File: config.mk
export PLATFORM = sky130hd
export DESIGN_NAME = sort_arbiter
export DESIGN_NICKNAME = d
export VERILOG_FILES = /design/src/rtl/sort_arbiter.sv
export SDC_FILE = /design/constraint.sdc
export NUM_CORES = 1
export LEC_CHECK = 0
export ABC_AREA = 1
export CORE_MARGIN = 1.5
export CORE_UTILIZATION = 33
export DETAILED_ROUTE_END_ITERATION = 6
export DONT_BUFFER_PORTS = 1
export PLACE_DENSITY_LB_ADDON = 0.05
export SYNTH_ARGS = -nofsm -noshare
export SYNTH_HDL_FRONTEND = slang
export SYNTH_SLANG_ARGS = --single-unit
File: constraint.sdc
create_clock -name Clk -period 7.8 [get_ports Clk]
set_input_delay 1.95 -clock Clk [delete_from_list [all_inputs] [get_ports Clk]]
set_output_delay 1.95 -clock Clk [all_outputs]
set_load 0.02 [all_outputs]
File: src/rtl/sort_arbiter.sv
// rtl/sort_arbiter.sv - round-robin arbiter sharing one fixed-latency wide sorter among R requesters
// Tags ride alongside the sorter pipeline so each sorted vector returns to its originating requester.
module sort_arbiter #(
  parameter int N   = 4,
  parameter int M   = 5,
  parameter int R   = 4,
  parameter int LAT = 2
) (
  input  logic                       Clk,
  input  logic                       Reset,
  input  logic [R-1:0]               ReqValid,
  input  logic [N-1:0]               ReqData [R][M],
  output logic [R-1:0]               ReqReady,
  input  logic                       Drain,
  output logic [N-1:0]               SortX [M],
  input  logic [N-1:0]               SortY [M],
  output logic [R-1:0]               RspValid,
  output logic [N-1:0]               RspData [M],
  output logic [$clog2(LAT+1)-1:0]   InFlight,
  output logic                       Idle
);

  localparam int PW = (R > 1) ? $clog2(R) : 1;
  localparam int IW = $clog2(LAT + 1);

  localparam logic [1:0] ST_RUN   = 2'd0;
  localparam logic [1:0] ST_DRAIN = 2'd1;
  localparam logic [1:0] ST_IDLE  = 2'd2;

  logic [1:0]    state;
  logic [1:0]    state_next;
  logic [PW-1:0] ptr;
  logic [PW-1:0] ptr_next;
  logic [PW-1:0] grant_id;
  logic          accept;
  logic [PW:0]   scan_sum;
  logic [PW:0]   ptr_sum;
  logic [LAT-1:0] tag_v;
  logic [PW-1:0] tag_id [LAT];
  logic          rsp_fire;
  logic [IW-1:0] in_flight_next;

  // Rotating scan from ptr; reset is folded in so no grant is offered while held in reset.
  always_comb begin
    accept   = 1'b0;
    grant_id = '0;
    scan_sum = '0;
    ReqReady = '0;
    if (Reset && state == ST_RUN && !Drain) begin
      for (int k = 0; k < R; k++) begin
        scan_sum = {1'b0, ptr} + (PW+1)'(k);
        if (scan_sum >= (PW+1)'(R)) begin
          scan_sum = scan_sum - (PW+1)'(R);
        end
        if (!accept && ReqValid[scan_sum[PW-1:0]]) begin
          accept   = 1'b1;
          grant_id = scan_sum[PW-1:0];
        end
      end
    end
    if (accept) begin
      ReqReady[grant_id] = 1'b1;
    end
  end

  always_comb begin
    ptr_sum  = {1'b0, grant_id} + (PW+1)'(1);
    ptr_next = ptr_sum[PW-1:0];
    if (ptr_sum >= (PW+1)'(R)) begin
      ptr_next = '0;
    end
  end

  assign rsp_fire       = tag_v[LAT-1];
  assign in_flight_next = InFlight + IW'(accept) - IW'(rsp_fire);

  always_comb begin
    state_next = state;
    case (state)
      ST_RUN: begin
        if (Drain) state_next = ST_DRAIN;
      end
      ST_DRAIN: begin
        if (!Drain) begin
          state_next = ST_RUN;
        end else if (in_flight_next == '0) begin
          state_next = ST_IDLE;
        end
      end
      ST_IDLE: begin
        if (!Drain) state_next = ST_RUN;
      end
      default: state_next = ST_RUN;
    endcase
  end

  always_ff @(posedge Clk or negedge Reset) begin
    if (!Reset) begin
      state    <= ST_RUN;
      ptr      <= '0;
      InFlight <= '0;
      tag_v    <= '0;
      for (int s = 0; s < LAT; s++) begin
        tag_id[s] <= '0;
      end
      for (int m = 0; m < M; m++) begin
        SortX[m] <= '0;
      end
    end else begin
      state    <= state_next;
      InFlight <= in_flight_next;
      if (accept) begin
        ptr <= ptr_next;
      end
      for (int m = 0; m < M; m++) begin
        SortX[m] <= accept ? ReqData[grant_id][m] : '0;
      end
      // Tag pipeline mirrors the sorter and never stalls.
      tag_v[0]  <= accept;
      tag_id[0] <= grant_id;
      for (int s = LAT - 1; s > 0; s--) begin
        tag_v[s]  <= tag_v[s-1];
        tag_id[s] <= tag_id[s-1];
      end
    end
  end

  always_comb begin
    RspValid = '0;
    if (rsp_fire) begin
      RspValid[tag_id[LAT-1]] = 1'b1;
    end
  end

  assign RspData = SortY;
  assign Idle    = (state == ST_IDLE);

endmodule

# ---- Word-level counts from Yosys, hierarchy flattened
# Cells that the tools add are included.
dict set report totals {
  ff_bits 32
  elab_cells 104
  input_bits 107
}
dict set report op_classes {
  bitwise_logic 1
  n_addsub 10
  reduce_logical 14
  muxes 49
  n_eq_ne 5
  n_lt_le_gt_ge 14
}
# cell count
set ops {}
lappend ops {{20-bit binary-select mux with 2-bit select} 1}
lappend ops {{20-bit two-way mux} 2}
lappend ops {{2-bit two-way mux} 18}
lappend ops {{4-bit two-way mux} 7}
lappend ops {{2-bit by 3-bit < comparator with 1-bit output (second input constant)} 6}
lappend ops {{3-bit greater-or-equal comparator (second input constant)} 5}
lappend ops {{1-bit two-way mux} 14}
lappend ops {{1-bit binary-select mux with 2-bit select} 4}
lappend ops {{2-bit by 1-bit subtractor with 2-bit output (second input constant)} 4}
lappend ops {{1-bit logical AND} 7}
lappend ops {{2-bit by 1-bit adder with 3-bit output (second input constant)} 2}
lappend ops {{2-bit by 2-bit adder with 3-bit output (second input constant)} 2}
lappend ops {{2-bit case mux with 3 select lines} 1}
lappend ops {{1-bit demux with 2-bit select} 2}
lappend ops {{2-bit by 1-bit greater-or-equal comparator with 1-bit output (second input constant)} 2}
lappend ops {{1-bit zero test} 4}
lappend ops {{2-bit zero test} 2}
lappend ops {{2-bit inequality test (second input constant)} 2}
lappend ops {{2-bit by 3-bit greater-or-equal comparator with 1-bit output (second input constant)} 1}
lappend ops {{3-bit inequality test (second input constant)} 1}
lappend ops {{2-bit NOT with 3-bit output} 1}
lappend ops {{3-bit AND reduction} 1}
lappend ops {{2-bit by 1-bit adder with 2-bit output} 1}
lappend ops {{2-bit by 1-bit equality test with 1-bit output (second input constant)} 1}
lappend ops {{other kinds (2)} 2}

# ---- Logic depth before layout (Yosys ltp)
# Gate-level depths: netlist of the first run.
dict set report depth {
  ltp_word 26
  depth_mapped 20
  ltp_nobuf 19
}

# ---- Worst setup path after synthesis of the first run
# OpenSTA, ideal clock, no wires.
dict set report synth_path {
  path_kind {input to output}
  startpoint {input ReqValid[3]}
  endpoint {output ReqReady[3]}
  t_arrival_ps 3407
  required_ps 5850
  path_stages 13
  slack_ps 2443
  path_cell_list {inv_1 nand2_1 nand3_2 nand2_2 nor2_4 nand3_2 nand2_2 nand3_2 buf_4 inv_1 ha_1 inv_1 nor2_1}
}
dict set report synth_between {
  elab_chain_len 21
  elab_cells_between_ends 33
  classes_between {order compare: 2; mux: 24; reduce/logical: 7}
}
# item line_no
set synth_lines {}
lappend synth_lines {{from (decl)} 11} ;# input logic [R-1:0] ReqValid,
lappend synth_lines {{1-bit binary-select mux with 2-bit select} 55} ;# if (!accept && ReqValid[scan_sum[PW-1:0]]) begin
lappend synth_lines {{1-bit two-way mux (implied by the code)} 55}
lappend synth_lines {{1-bit two-way mux} 55}
lappend synth_lines {{1-bit two-way mux} 49} ;# if (Reset && state == ST_RUN && !Drain) begin
lappend synth_lines {{1-bit zero test} 55}
lappend synth_lines {{1-bit logical AND} 55}
lappend synth_lines {{1-bit two-way mux} 55}
lappend synth_lines {{1-bit two-way mux} 49}
lappend synth_lines {{[... 6 more ...]} n/a}
lappend synth_lines {{2-bit two-way mux (*)} 55}
lappend synth_lines {{2-bit two-way mux (*)} 49}
lappend synth_lines {{via grant_id[0]} 34} ;# logic [PW-1:0] grant_id;
lappend synth_lines {{2-bit by 3-bit < comparator with 1-bit output (implied by the code) or 2-bit by 1-bit greater-or-equal comparator with 1-bit output (tied branches)} 62} ;# ReqReady[grant_id] = 1'b1;
lappend synth_lines {{1-bit logical AND (implied by the code)} 62}
lappend synth_lines {{1-bit two-way mux (implied by the code)} 62}
lappend synth_lines {{1-bit demux with 2-bit select (*)} 62}
lappend synth_lines {{4-bit two-way mux (*)} 61} ;# if (accept) begin
lappend synth_lines {{to (decl)} 13} ;# output logic [R-1:0] ReqReady,
# Mark *: on every way through the listed nets, which the timed path passes. The rest lies on a longest branch. The select of a mux whose other input is x is not followed.

# ---- Final worst setup path of the first run
dict set report layout_path {
  startpoint {input ReqValid[3]}
  endpoint {output ReqReady[1]}
}
# The elaborated chain is that of the path after synthesis.

==> results of run 1 <==
[final cells by class]
cell class	count	area, um2	area share (%)
clock buffer	7	96.3	3.61
clock inverter	1	30.0	1.13
inverter	107	402	15.0
multi-input combinational	223	1170	43.7
sequential	32	801	30.0
tap	102	128	4.78
timing repair buffer	6	45.0	1.69
[metal layers]
layer | vias to the layer above | wire (um) | GRT usage [%]
li1 | 1175 | - | -
met1 | 1064 | 3190 | 21.5
met2 | 116 | 3180 | 27.6
met3 | 11 | 476 | 4.15
met4 | 0 | 133 | 6.15
met5 | - | 0 | 0
[through the flow]
stage / power (W) / util, %
after global routing: 0.000961 / 34.5
final: 0.000873 / 34.5
after floorplan: 0.000630 / -
after detailed placement: 0.000701 / 32.9
after global placement: 0.000704 / 32.9
after CTS: 0.000884 / 34.5
[state kept, by name (all words and copies together) (netlist names)]
signal and flops:
ptr 2, SortX 20, InFlight 2, tag_id 4, tag_v 2, state 2
[power by group through the flow]
stage               logic, W  registers [W]  clock network [W]
global placement    0.000427       0.000277                  0
finish              0.000422       0.000272           0.000179
floorplan           0.000371       0.000258                  0
global route        0.000489       0.000279           0.000193
detailed placement  0.000425       0.000276                  0
CTS                 0.000427       0.000273           0.000184
[cell families after synthesis]
kind of cell | synth area share (%)
buf+inv | 25.2
simple gates | 34.7
flops | 30.5
xor+xnor | 0.668
compound gates | 5.53
fa+ha+maj | 3.34
[worst max-delay path by stage]
stage                            from           to  slack (ns)
after floorplan           ReqValid[3]  ReqReady[3]        2.44
after global placement    ReqValid[1]  ReqReady[1]        1.80
after detailed placement  ReqValid[3]  ReqReady[1]        1.78
after CTS                 ReqValid[3]  ReqReady[1]        1.77
after global routing      ReqValid[1]  ReqReady[1]        1.51
final                     ReqValid[3]  ReqReady[1]        1.78
[critical path, delay by kind of cell]
family,cells,cell delay [ns]
adder cells (fa/ha/maj),1,0.16
buffers and inverters,5,0.95
AND/OR/NAND/NOR,8,0.97
[synthesized netlist by cell type, types with 2 or more instances]
| cell type | n |
|---|---|
| a21oi_1 | 21 |
| buf_2 | 12 |
| buf_4 | 22 |
| clkbuf_1 | 9 |
| dfrtp_1 | 32 |
| ha_1 | 7 |
| inv_1 | 104 |
| inv_2 | 2 |
| nand2_1 | 80 |
| nand2_2 | 3 |
| nand3_1 | 44 |
| nand3_2 | 4 |
| nand4_1 | 40 |
| nor2_1 | 9 |
| nor3_1 | 4 |
| xnor2_1 | 2 |
==> flow_summary.toml, run 1 <==
[power]
power_frac_seq_pct = 31.2
p_sw_w = 0.000433
p_leak_nw = 1.59
netSwitchingFraction_pct = 49.6
powerDensity_nw_per_um2 = 327
p_comb_share_pct = 48.3
power_frac_clock_pct = 20.5
peakVddDrop_mv = 0.115
p_int_w = 0.000440

[yosys]
synthArstFlopShare_pct = 100
netlist_instances = 405
synth.distinct_cells = 26
ys_seq_area_share_pct = 30.5
synth_nets = 519
netlist_top_cells_area = "dfrtp_1 (31%), inv_1 (15%), nand2_1 (11%), nand4_1 (9.5%), nand3_1 (8.4%)"
synth-seq-cells = 32
synth_top_area_cell = "dfrtp_1"
synthFlopType = "dfrtp_1"
synth_top_area_share_pct = 30.5
synth-edff-count = 0
synth_area_per_cell_um2 = 6.48
netlist_area_um2 = 2620
yosysWarnings = 0

[clock_tree]
clockBufferDepth = 2
worstSkewPairLatency_ns = 0.29
cts_hold_buf = 0
cts-root-buf = "clkbuf_8"
tritoncts = "yes"
numCtsBuffers = 5
post-cts-setup-buffer-count = 0
postCtsResizedCells = 0
cts_sinks = 32
cts_max_level = 2
cts.clk_slew.worst_paths_ns = 0.07

[floorplan]
core_region_area_um2 = 7730
start_util_pct = 33.9
rows = 32
fp.dieW_um = 92.1
dieArea_um2 = 8490
dieHeight_um = 92.1
ioPinCount = 158

[detailed_routing]
viasPerCell = 4.95
wirelength_um = 6980
wl_per_cell_um = 14.6
drtPass1Iterations = 4
vias = 2366
ant_nets = 0
route.detailed.drc = 0
drtIter0Drc = 122

[setup_path]
critical_path_arrival_ns = 4.07
rrSetupSlack_ns = 4.85
path_class = "in2out"
slowest_delay_ns = 0.36
r2r-end = "state[1]"
required_ns = 5.85
cp_max_fo = 43
slowest_stage = "buf_4"
critPathCaptureType = "primary output"
worst_setup_path_start_kind = "primary input"
path_cells = "inv_1, nand2_1, nand3_2, nand2_2, nor2_4, nand3_2, nand2_2, buf_4, nand3_2, buf_4, inv_1, ha_1, inv_1, nor2_1"
r2r_start = "ptr[0]"
rr_worst_depth = 18

[grt]
grt.total_usage_pct = 16.9
antenna_found_initial = 0
grt_pass1_wl_um = 11400
grt_overflow = 0
grt_pass1_vias = 2302
grt_start_max_net_pins = 44

[sta]
rsz0062_at_grt = "false"
period_share_pct = 77.1
tns_ns = 0
fin_ws_ns = 1.78
worst_pin_slew_ns = 1.09
max_freq_mhz = 166
min_period_ns = 6.02
finalHoldViolCount = 0
whs_ns = 0.353
skew_ns = 0.00680
maxSlewHeadroom_pct = 27.6
setup_viol = 0
slew_viol_final = 0

[status]
outcome = "finished, final reports clean"

[cells_and_area]
post-route-cell-area_um2 = 2670
nFillCells = 867
drive_gt1_share_pct = 7.18
layout.cells.non_filler = 478
final_common_cell = "inv_1"
final_nets = 489
synthToLayoutAreaGrowth_pct = 1.77
layout_common_cells = "inv_1 (104), nand2_1 (80), nand3_1 (44)"
diodes = 0

[hold_path]
hp-start = "tag_id[2]"
hp-class = "reg2reg"
min_to = "tag_id[0]"
worstHoldPathCells = 0

[placed_design]
io_buffers = 0
place_congestion = 0.735
post_dp_cell_area_um2 = 2540
dpl.hpwl_um = 4830
dp_cells = 470
post-place-ws_ns = 1.78

[flow_run]
cap_violations = 0
No activity file was read; power rests on OpenSTA's default activity.
==> run 2, diff against run 1 <==
==> constraint.sdc (replaced) <==
create_clock -name Clk -period 6.3 [get_ports Clk]
set_input_delay 1.575 -clock Clk [delete_from_list [all_inputs] [get_ports Clk]]
set_output_delay 1.575 -clock Clk [all_outputs]
set_load 0.02 [all_outputs]
==> flow_summary.toml, run 2 (synthesis gave the netlist of run 1 again) <==
[sta]
max_freq_mhz = 207
setup_viol = 0
slew_viol_final = 0
min_period_ns = 4.82
period_share_pct = 76.5
maxSlewHeadroom_pct = 58.3
rsz0062_at_grt = "false"
tns_ns = 0
finalHoldViolCount = 0
skew_ns = 0.00869
worst_pin_slew_ns = 0.621

[power]
peakVddDrop_mv = 0.177
p_leak_nw = 1.60
total_power_w = 0.00109
powerDensity_nw_per_um2 = 404

[floorplan]
start_util_pct = 33.9
fp.dieW_um = 92.1
rows = 32
dieHeight_um = 92.1
core_region_area_um2 = 7730
ioPinCount = 158
dieArea_um2 = 8490

[clock_tree]
tritoncts = "yes"
worstSkewPairLatency_ns = 0.29
cts_sinks = 32
cts.clk_slew.worst_paths_ns = 0.08
postCtsResizedCells = 0
numCtsBuffers = 5
cts-root-buf = "clkbuf_8"
cts_hold_buf = 0
post-cts-setup-buffer-count = 0
cts_max_level = 2
clockBufferDepth = 2

[flow_run]
cap_violations = 0

[cells_and_area]
largest_reg_flops = 20
final_nets = 492
diodes = 0
drive_gt1_share_pct = 7.92
final-seq-area_um2 = 801
multiInputGateArea_um2 = 1170
nFillCells = 880
layout_common_cells = "inv_1 (104), nand2_1 (80), nand3_1 (44)"
top_regs = "SortX x20, tag_id x4"
regMostFlops = "SortX"
final_common_cell = "inv_1"
synthToLayoutAreaGrowth_pct = 2.62

[setup_path]
critical_path_arrival_ns = 3.25
cp_max_fo = 11
path_class = "in2out"
critPathCaptureType = "primary output"
worst_setup_path_start_kind = "primary input"
required_ns = 4.72

[grt]
grt_pass1_vias = 2208
grt_pass1_wl_um = 11100
grt_start_max_net_pins = 41
antenna_found_initial = 0
grt.total_usage_pct = 16.5
grt_overflow = 0

[status]
outcome = "finished, final reports clean"

[placed_design]
io_buffers = 0
dpl.hpwl_um = 4880
place_congestion = 0.783

[detailed_routing]
drtPass1Iterations = 5
wl_per_cell_um = 14.6
viasPerCell = 4.95
vias = 2382
ant_nets = 0
wirelength_um = 7010
route.detailed.drc = 0
drtIter0Drc = 90

[hold_path]
hp-class = "reg2reg"
[run 2: per-layer routing]
layer / wire [um] / vias to the layer above / share of wire [%] / GRT usage [%]
met5: 0 / - / 0 / 0
met4: 73 / 0 / 1.0 / 4.49
met3: 593 / 6 / 8.5 / 5.06
met2: 3200 / 116 / 46 / 26.2
met1: 3150 / 1081 / 45 / 21.7
li1: - / 1179 / - / -
[run 2: where the power goes]
group | switching [W] | internal [W] | total (W)
combinational | 0.000374 | 0.000152 | 0.000526
sequential | 0.0000812 | 0.000255 | 0.000336
clock | 0.0000853 | 0.000140 | 0.000225
[run 2: metrics by stage]
stage | util (%) | hold slack (ns) | instance area, um2 | setup slack (ns) | cells
after global routing | 34.8 | 0.362 | 2690 | 1.26 | 481
after floorplan | - | 0.331 | 2620 | 1.69 | 405
final | 34.8 | 0.353 | 2690 | 1.48 | 481
after detailed placement | 33.2 | 0.335 | 2560 | 1.46 | 473
after global placement | 33.2 | 0.332 | 2560 | 1.49 | 473
after CTS | 34.8 | 0.355 | 2690 | 1.46 | 481
[run 2: worst max-delay path: stages]
cell	delay, ns
inv_1	0.05
nand2_1	0.07
nand3_2	0.11
nand2_2	0.08
nor2_4	0.14
nand2_1	0.06
nand2_1	0.10
nor2_1	0.06
nor2_2	0.39
ha_1	0.23
inv_1	0.04
nor2_1	0.32
[run 2: layout make-up]
cell class | instances | area share (%)
Multi-Input combinational cell | 223 | 43.4
Sequential cell | 32 | 29.8
Inverter | 107 | 14.9
Tap cell | 102 | 4.74
Clock buffer | 7 | 3.58
Timing Repair Buffer | 9 | 2.51
Clock inverter | 1 | 1.12
[run 2: worst paths after layout]
path	start	endpoint	depth (start not counted)	slack, ns
setup / recovery	ReqValid[3]	ReqReady[2]	12	1.48
setup reg to reg	ptr[0]	state[1]	18	3.35
max in group asynchronous	Reset	SortX[3]	0	5.24
hold / removal	tag_id[2]	tag_id[0]	0	0.35
min in group asynchronous	Reset	tag_id[3]	0	0.97
hold reg to reg	tag_id[2]	tag_id[0]	0	0.35
==> run 3, diff against run 2 <==
==> constraint.sdc (replaced) <==
create_clock -name Clk -period 4.8 [get_ports Clk]
set_input_delay 1.2 -clock Clk [delete_from_list [all_inputs] [get_ports Clk]]
set_output_delay 1.2 -clock Clk [all_outputs]
set_load 0.02 [all_outputs]
==> flow_summary.toml, run 3 (synthesis gave the netlist of run 1 again) <==
[sta]
slew_viol_final = 0
rsz0062_at_grt = "false"
setup_viol = 0
worst_pin_slew_ns = 0.630
tns_ns = 0
finalHoldViolCount = 0
fin_ws_ns = 0.828
max_freq_mhz = 252
period_share_pct = 82.8
skew_ns = 0.00507
min_period_ns = 3.97
maxSlewHeadroom_pct = 57.7

[detailed_routing]
wirelength_um = 6860
drtPass1Iterations = 4
vias = 2343
ant_nets = 0
wl_per_cell_um = 14.2
viasPerCell = 4.86
route.detailed.drc = 0
drtIter0Drc = 76

[floorplan]
fp.dieW_um = 92.1
ioPinCount = 158
rows = 32
start_util_pct = 33.9
core_region_area_um2 = 7730
dieArea_um2 = 8490
dieHeight_um = 92.1

[clock_tree]
cts_sinks = 32
worstSkewPairLatency_ns = 0.28
cts_hold_buf = 0
clockBufferDepth = 2
postCtsResizedCells = 0
cts.clk_slew.worst_paths_ns = 0.07
post-cts-setup-buffer-count = 0
tritoncts = "yes"
numCtsBuffers = 5
cts-root-buf = "clkbuf_8"
cts_max_level = 2

[grt]
antenna_found_initial = 0
grt_start_max_net_pins = 42
grt_overflow = 0
gr-usage-met1_pct = 20.7
grt_pass1_wl_um = 10700
grt.total_usage_pct = 15.8
gr-usage-met3_pct = 5.47
grt_pass1_vias = 2165
use_met2_pct = 24.6
top_usage_layer = "met2"

[placed_design]
dpl.hpwl_um = 4930
post_dp_cell_area_um2 = 2570
dp_cells = 474
post-place-ws_ns = 0.830
io_buffers = 0
place_congestion = 0.803

[setup_path]
cp_max_fo = 13
required_ns = 3.60
critical_path_arrival_ns = 2.77
path_class = "in2out"
critPathCaptureType = "primary output"
worst_setup_path_start_kind = "primary input"

[cells_and_area]
largest_reg_flops = 20
synthToLayoutAreaGrowth_pct = 2.34
drive_gt1_share_pct = 8.16
diodes = 0
layout_common_cells = "inv_1 (104), nand2_1 (80), nand3_1 (44)"
regMostFlops = "SortX"
layout.cells.non_filler = 482
top_regs = "SortX x20, tag_id x4"
final_nets = 493
final_common_cell = "inv_1"
post-route-cell-area_um2 = 2680

[power]
powerDensity_nw_per_um2 = 520
p_leak_nw = 1.60
peakVddDrop_mv = 0.225

[hold_path]
hp-class = "reg2reg"

[flow_run]
cap_violations = 0

[status]
outcome = "finished, final reports clean"
-- run 3: through the flow --
step	hold slack (ns)	power, W	util (%)
after floorplan	0.331	0.00102	-
after global placement	0.333	0.00116	33.3
after detailed placement	0.337	0.00114	33.3
after CTS	0.354	0.00142	34.7
after global routing	0.365	0.00152	34.7
final	0.354	0.00140	34.7
-- run 3: critical path: stages --
cell and delay [ns]:
inv_1 0.05, nand2_1 0.07, nand3_2 0.11, nand2_2 0.08
nor2_4 0.14, nand3_2 0.09, nand2_2 0.08, nand3_2 0.23
inv_1 0.24, ha_1 0.18, inv_1 0.04, nor2_1 0.10
buf_4 0.16
-- run 3: area by class of cell --
cell class / instances / area [um2]
inverters: 107 / 402
flip-flops and latches: 32 / 801
multi-input cells: 223 / 1170
repair buffers: 10 / 75.1
clock buffers: 5 / 68.8
fillers: 858 / 5040
clock inverters: 3 / 42.5
well taps: 102 / 128
-- run 3: path summary, 6_finish.rpt --
path	start	to	slack, ns	cells past startpoint
setup / recovery	ReqValid[3]	ReqReady[1]	0.83	13
hold / removal	tag_v[0]	tag_v[1]	0.35	0
setup reg to reg	ptr[0]	state[1]	1.79	17
hold reg to reg	tag_v[0]	tag_v[1]	0.35	0
max in group asynchronous	Reset	SortX[15]	4.11	0
min in group asynchronous	Reset	SortX[6]	0.60	0
-- run 3: where the power goes --
group          internal, W  leakage [nW]  switching, W  total (W)
Sequential        0.000335         0.431      0.000107   0.000442
Combinational     0.000203          1.11      0.000488   0.000691
Clock             0.000154        0.0541      0.000110   0.000263
Total             0.000691          1.60      0.000705    0.00140
-- run 3: metal layers --
layer,wire [um],vias up
met5,0,-
met1,3250,1056
met3,532,4
met2,3030,102
met4,48,0
li1,-,1181
